--- src/rtl/hazard_fwd_unit.sv ---
// hazard_fwd_unit
// Decode-stage hazard and forwarding controller. Every instruction that
// leaves decode gets a record. Records for EXE (stage 0) and the post-EXE
// stages 1..FWD_STAGES shift forward one stage per clock.
// From those records the unit produces:
//   - load-use stalls,
//   - nearest-producer forwarding selects for both EXE operands,
//   - decode-redirect flushes.
// It also carries the opaque decode control bundle into the ID/EX register.
//
// Parameters:
//   REG_ADDR_WIDTH  register address width
//   CTRL_WIDTH      width of the decode->execute control bundle
//   FWD_STAGES      post-EXE stages tracked (1 = MEM ... FWD_STAGES = WB)
//   LOAD_LAT        load data first forwardable from stage LOAD_LAT+1;
//                   the legal range is 1..FWD_STAGES-1
//
// Ports:
//   clk, rst                 clock, asynchronous active-high reset
//   dec_valid, dec_ctrl      decode instruction valid / control bundle
//   dec_rs1/rs2, dec_use_*   decode source addresses and read flags
//   dec_rd, dec_reg_en       decode destination and write enable
//   dec_is_load              decode instruction is a load
//   redirect                 control transfer resolved in decode
//   exe_valid, exe_ctrl      ID/EX register contents
//   fwd_a_sel, fwd_b_sel     0 = register file, k = forward from stage k
//   stall_if, flush_if       hold / squash PC and IF/ID
//   wb_rd, wb_reg_en         destination and write enable in the last stage
//
// Optional feature: when HAZARD_PERF_CNT_EN is defined, the unit adds two
// saturating 32-bit counters, perf_stall_cnt and perf_flush_cnt.
module hazard_fwd_unit #(
  parameter int  REG_ADDR_WIDTH = 5,
  parameter int  CTRL_WIDTH     = 16,
  parameter int  FWD_STAGES     = 2,
  parameter int  LOAD_LAT       = 1,
  localparam int SEL_WIDTH      = $clog2(FWD_STAGES + 1)
) (
  input  logic                      clk,
  input  logic                      rst,
  input  logic                      dec_valid,
  input  logic [CTRL_WIDTH-1:0]     dec_ctrl,
  input  logic [REG_ADDR_WIDTH-1:0] dec_rs1,
  input  logic [REG_ADDR_WIDTH-1:0] dec_rs2,
  input  logic                      dec_use_rs1,
  input  logic                      dec_use_rs2,
  input  logic [REG_ADDR_WIDTH-1:0] dec_rd,
  input  logic                      dec_reg_en,
  input  logic                      dec_is_load,
  input  logic                      redirect,
  output logic                      exe_valid,
  output logic [CTRL_WIDTH-1:0]     exe_ctrl,
  output logic [SEL_WIDTH-1:0]      fwd_a_sel,
  output logic [SEL_WIDTH-1:0]      fwd_b_sel,
  output logic                      stall_if,
  output logic                      flush_if,
  output logic [REG_ADDR_WIDTH-1:0] wb_rd,
  output logic                      wb_reg_en
`ifdef HAZARD_PERF_CNT_EN
  ,
  output logic [31:0]               perf_stall_cnt,
  output logic [31:0]               perf_flush_cnt
`endif
);

  // A load has to be forwardable from some tracked stage; otherwise the
  // result could never reach a consumer.
  if (LOAD_LAT < 1 || LOAD_LAT > FWD_STAGES - 1) begin : g_bad_load_lat
    $error("hazard_fwd_unit: LOAD_LAT must be within 1..FWD_STAGES-1");
  end

  logic [FWD_STAGES:0]       st_valid;
  logic [FWD_STAGES:0]       st_reg_en;
  logic [FWD_STAGES:0]       st_is_load;
  logic [REG_ADDR_WIDTH-1:0] st_rd [FWD_STAGES+1];
  logic [REG_ADDR_WIDTH-1:0] exe_rs1;
  logic [REG_ADDR_WIDTH-1:0] exe_rs2;

  logic [FWD_STAGES:0]       live;
  logic                      load_hit;
  logic                      issue;
  logic                      blk_a;
  logic                      blk_b;

  // Stage s can produce a value at all. x0 never counts as a producer.
  always_comb begin
    live = '0;
    for (int s = 0; s <= FWD_STAGES; s++) begin
      live[s] = st_valid[s] && st_reg_en[s] && (st_rd[s] != '0);
    end
  end

  // A load younger than LOAD_LAT stages has no data yet, so decode must hold.
  always_comb begin
    load_hit = 1'b0;
    for (int s = 0; s < LOAD_LAT; s++) begin
      if (live[s] && st_is_load[s] &&
          ((dec_use_rs1 && st_rd[s] == dec_rs1) ||
           (dec_use_rs2 && st_rd[s] == dec_rs2))) begin
        load_hit = 1'b1;
      end
    end
  end

  assign stall_if = dec_valid & load_hit;
  assign issue    = dec_valid & ~stall_if;
  // A stall takes priority: a redirect seen while stalled is re-presented
  // by the held decode stage once the stall clears.
  assign flush_if = redirect & dec_valid & ~stall_if;

  // The walk goes from oldest to youngest stage, so the nearest producer
  // overrides older ones. A matching load that is still too young blocks
  // older producers and selects the register file. The stall logic makes
  // this case unreachable, and the assertion below checks that.
  always_comb begin
    fwd_a_sel = '0;
    fwd_b_sel = '0;
    blk_a     = 1'b0;
    blk_b     = 1'b0;
    for (int k = FWD_STAGES; k >= 1; k--) begin
      if (live[k] && st_rd[k] == exe_rs1) begin
        if (st_is_load[k] && k <= LOAD_LAT) begin
          fwd_a_sel = '0;
          blk_a     = 1'b1;
        end else begin
          fwd_a_sel = SEL_WIDTH'(k);
          blk_a     = 1'b0;
        end
      end
      if (live[k] && st_rd[k] == exe_rs2) begin
        if (st_is_load[k] && k <= LOAD_LAT) begin
          fwd_b_sel = '0;
          blk_b     = 1'b1;
        end else begin
          fwd_b_sel = SEL_WIDTH'(k);
          blk_b     = 1'b0;
        end
      end
    end
  end

  // Records move one stage per clock with no back-pressure. Unused sources
  // are stored as x0, so they can never pick up a forward. A stall or an
  // empty decode slot inserts a bubble into EXE.
  always_ff @(posedge clk or posedge rst) begin
    if (rst) begin
      st_valid   <= '0;
      st_reg_en  <= '0;
      st_is_load <= '0;
      for (int s = 0; s <= FWD_STAGES; s++) begin
        st_rd[s] <= '0;
      end
      exe_rs1  <= '0;
      exe_rs2  <= '0;
      exe_ctrl <= '0;
    end else begin
      for (int s = 1; s <= FWD_STAGES; s++) begin
        st_valid[s]   <= st_valid[s-1];
        st_reg_en[s]  <= st_reg_en[s-1];
        st_is_load[s] <= st_is_load[s-1];
        st_rd[s]      <= st_rd[s-1];
      end
      if (issue) begin
        st_valid[0]   <= 1'b1;
        st_reg_en[0]  <= dec_reg_en;
        st_is_load[0] <= dec_is_load;
        st_rd[0]      <= dec_rd;
        exe_rs1       <= dec_use_rs1 ? dec_rs1 : '0;
        exe_rs2       <= dec_use_rs2 ? dec_rs2 : '0;
        exe_ctrl      <= dec_ctrl;
      end else begin
        st_valid[0]   <= 1'b0;
        st_reg_en[0]  <= 1'b0;
        st_is_load[0] <= 1'b0;
        st_rd[0]      <= '0;
        exe_rs1       <= '0;
        exe_rs2       <= '0;
        exe_ctrl      <= '0;
      end
    end
  end

  assign exe_valid = st_valid[0];
  assign wb_rd     = st_rd[FWD_STAGES];
  assign wb_reg_en = st_valid[FWD_STAGES] & st_reg_en[FWD_STAGES];

`ifdef HAZARD_PERF_CNT_EN
  // Both counters saturate instead of wrapping.
  always_ff @(posedge clk or posedge rst) begin
    if (rst) begin
      perf_stall_cnt <= '0;
      perf_flush_cnt <= '0;
    end else begin
      if (stall_if && perf_stall_cnt != 32'hFFFF_FFFF) begin
        perf_stall_cnt <= perf_stall_cnt + 32'd1;
      end
      if (flush_if && perf_flush_cnt != 32'hFFFF_FFFF) begin
        perf_flush_cnt <= perf_flush_cnt + 32'd1;
      end
    end
  end
`endif

`ifndef SYNTHESIS
  // An EXE operand must never match a load that is still too young to forward.
  a_no_blocked_fwd: assert property (@(posedge clk) disable iff (rst) !(blk_a || blk_b));
`endif

endmodule

--- config.mk ---
export PLATFORM = sky130hd
export DESIGN_NAME = hazard_fwd_unit
export DESIGN_NICKNAME = d
export VERILOG_FILES = /design/src/rtl/hazard_fwd_unit.sv
export SDC_FILE = /design/constraint.sdc
export NUM_CORES = 1
export LEC_CHECK = 0
export ABC_AREA = 1
export CAP_MARGIN = 10
export CORE_MARGIN = 3
export CORE_UTILIZATION = 32
export DETAILED_ROUTE_END_ITERATION = 7
export GPL_TIMING_DRIVEN = 0
export PLACE_DENSITY = 0.58
export SETUP_SLACK_MARGIN = 0.3
export SYNTH_ARGS = -nofsm -noshare
export SYNTH_HDL_FRONTEND = slang
export SYNTH_SLANG_ARGS = --single-unit
--- constraint.sdc ---
create_clock -name clk -period 1.6 [get_ports clk]
set_clock_uncertainty 0.1 [all_clocks]
set_input_delay 0.32 -clock clk [delete_from_list [all_inputs] [get_ports clk]]
set_output_delay 0.32 -clock clk [all_outputs]
set_load 0.01 [all_outputs]
==> qor.yml, run 1 <==
status: "complete, but fails checks"
violations: "negative setup slack"
fin_area_sq_um: 3390
clkTransAtPathRegs_ns: 0.09
cp_data_required_time_ns: 1.18
htree_levels: 2
ios: 68
synth_most_common_cell: "nor2_1"
drv_cap: 0
root_buffer: "clkbuf_8"
cts_hold_buf: 0
wirelength_microns: 4890
total_power_uw: 2760
num_vias: 1705
die_area_sq_um: 7580
clockBufferDepth: 2
grt_overflow: 0
synth.area.top_cells: "dfrtp_1 58%, nor2_1 8.9%, nand2_1 8.0%"
vdd_drop_max_mv: 0.466
num_rows: 28
drc: 0
maxSlewViolCount: 0
chipWidth_microns: 87.1
layout.nets: 365
synth_edf_count: 0
synth_top_area_share_pct: 58.3
synth_top_cell_by_area: "dfrtp_1"
final_antenna_net_count: 0
via_per_inst: 4.24
cp_data_arrival_time_ns: 1.57
endpoint_kind: "output pin"
rsz0062_at_grt: "yes"
setup-violations-final: 36
firstDrtPassIters: 4
critPathLaunchType: "register"
synth_flop_cell: "dfrtp_1"
die_h_microns: 87.1
fmax_mhz: 502
path_max_fanout: 5
gp_congestion: 0.772
synthTopCellsByCount: "50 x nor2_1, 49 x dfrtp_1, 45 x nand2_1"
maxSlewHeadroom_pct: 61.5
grt_start_max_net_pins: 26
path_class: "reg -> out"
grt_pass1_vias: 1661
holdWs_ns: 0.278
cts_tree: "yes"
fin_ws_ns: -0.392
grt_antenna_before_repair: 0
worst_pin_slew_ns: 0.576
syn_avg_cell_area_sq_um: 8.99
drive_above_1_share_pct: 37.9
clock_latency_ns: 0.30
dpl-instance-area_sq_um: 2930
cts_num_sinks: 49
core_area_sq_um: 6130
synth_area_sq_um: 2100
worstHoldPathType: "reg -> reg"
area_delta_synth_final_pct: 61.1
grt_pass1_wl_microns: 7660
grt_usage_pct: 13.4
portBuffers: 67
wl_per_cell_microns: 12.2
drt_iter0_drc: 61
postSynth.asyncResetShare_pct: 100
antenna_cells: 0
ys_ff_latch: 49
syn-num-nets: 273
layout_min_cycle_time_ns: 1.99
postSynthCellCount: 234
power_density_nw_per_um2: 815
cts_made_buffers: 5
start_util_pct: 34.3
post-dp-hpwl_microns: 3320
synth_warnings: 0
hold_violations: 0
yosysSeqAreaShare_pct: 58.3
leakagePower_uw: 0.00173
ys_types: 16
period_share_pct: 125
-- sequential cells by signal, summed over array words and instances, names as in the netlist --
name        count
wb_rd           5
exe_ctrl       16
st_is_load      2
exe_rs1         5
st_reg_en       3
st_rd          10
exe_rs2         5
st_valid        3
-- layout make-up --
class                   count  area [sq um]
repair buffers             84           778
fillers                   583          2740
plain buffers               8          97.6
well taps                  75          93.8
clock buffers               7          86.3
clock inverters             1          30.0
flip-flops and latches     49          1240
inverters                  43           165
repair inverters            1          7.51
multi-input cells         134           891
-- per-stage QoR --
step / utilization [%] / cells / worst slack [ns] / TNS, ns
final: 55.3 / 402 / -0.392 / -3.44
after global routing: 55.3 / 402 / -0.520 / -8.06
after CTS: 50.6 / 391 / -0.423 / -1.97
after detailed placement: 47.9 / 376 / -0.987 / -16.15
after global placement: 47.9 / 376 / -0.992 / -15.34
after floorplan: - / 234 / 0.0946 / 0
-- cells by family (layout without fill, tap and decap cells) --
family | Yosys count | in the layout | synth area share, %
AO/OA/AOI/OAI | 1 | 1 | 0.238
XOR/XNOR | 20 | 20 | 8.33
flip-flops | 49 | 49 | 58.3
buffers and inverters | 51 | 144 | 11.1
AND/OR/NAND/NOR | 113 | 113 | 22.1
-- final timing paths --
kind                               start       endpoint  slack [ns]  cells past startpoint
max                            st_rd[12]       flush_if       -0.39                      9
min                        st_is_load[0]  st_is_load[1]        0.28                      0
max reg2reg                    st_rd[12]    exe_ctrl[1]       -0.12                     11
min reg2reg                st_is_load[0]  st_is_load[1]        0.28                      0
max in group asynchronous            rst      st_rd[12]        0.59                      2
min in group asynchronous            rst     exe_rs1[1]        0.42                      2
-- placed cells by master, fill, tap and decap left out, types with 3 or more instances in the layout --
| master | instances |
|---|---|
| dlygate4sd2_1 | 11 |
| xnor2_2 | 9 |
| dfrtp_1 | 39 |
| buf_8 | 3 |
| buf_2 | 21 |
| dfrtp_2 | 10 |
| inv_2 | 5 |
| inv_1 | 37 |
| buf_6 | 23 |
| clkdlybuf4s50_1 | 27 |
| nand2_2 | 6 |
| nor2_2 | 13 |
| nand4_1 | 4 |
| buf_4 | 4 |
| xor2_1 | 5 |
| nor2_4 | 8 |
| nand3_2 | 3 |
| xnor2_1 | 6 |
| nand2_1 | 40 |
| clkbuf_8 | 6 |
| nor2_1 | 31 |
-- worst max-delay path, stage by stage (launching register included) --
cell and delay, ns:
dfrtp_2 0.45, nor2_2 0.12, nand4_1 0.11, nand4_1 0.09, inv_1 0.06, nand2_2 0.09
nand2_4 0.06, buf_8 0.12, nor2_4 0.07, buf_6 0.10
-- routing by layer --
layer	track usage (%)	wire, microns	part of all wire (%)
met3	5.39	379	7.8
met2	23.0	2510	51
met1	15.3	1940	40
met5	0	0	0
met4	3.82	59	1.2
-- power by group --
| part | switching, uW | total [uW] | internal [uW] |
|---|---|---|---|
| clock network | 402 | 912 | 510 |
| logic | 225 | 495 | 270 |
| registers | 56.8 | 1360 | 1300 |
| total | 684 | 2760 | 2080 |
-- timing repair --
| item | CTS | global route |
|---|---|---|
| cloned | 2 | 2 |
| pin swaps | 29 | 19 |
| resized for setup | 161 | 53 |
| endpoints found under the setup margin | 112 | 47 |
| buffers inserted | 5 | 9 |
Note: power is estimated with default switching activity, not from simulation.
==> inputs of run 2 (changes only) <==
--- a/config.mk
+++ b/config.mk
@@ -9,6 +9,7 @@
 export CAP_MARGIN = 10
 export CORE_MARGIN = 3
 export CORE_UTILIZATION = 32
+export CTS_CLUSTER_DIAMETER = 150
 export DETAILED_ROUTE_END_ITERATION = 7
 export GPL_TIMING_DRIVEN = 0
 export PLACE_DENSITY = 0.58
==> results of run 2 <==
Final layout, timing and power as in run 1 (identical DEF).
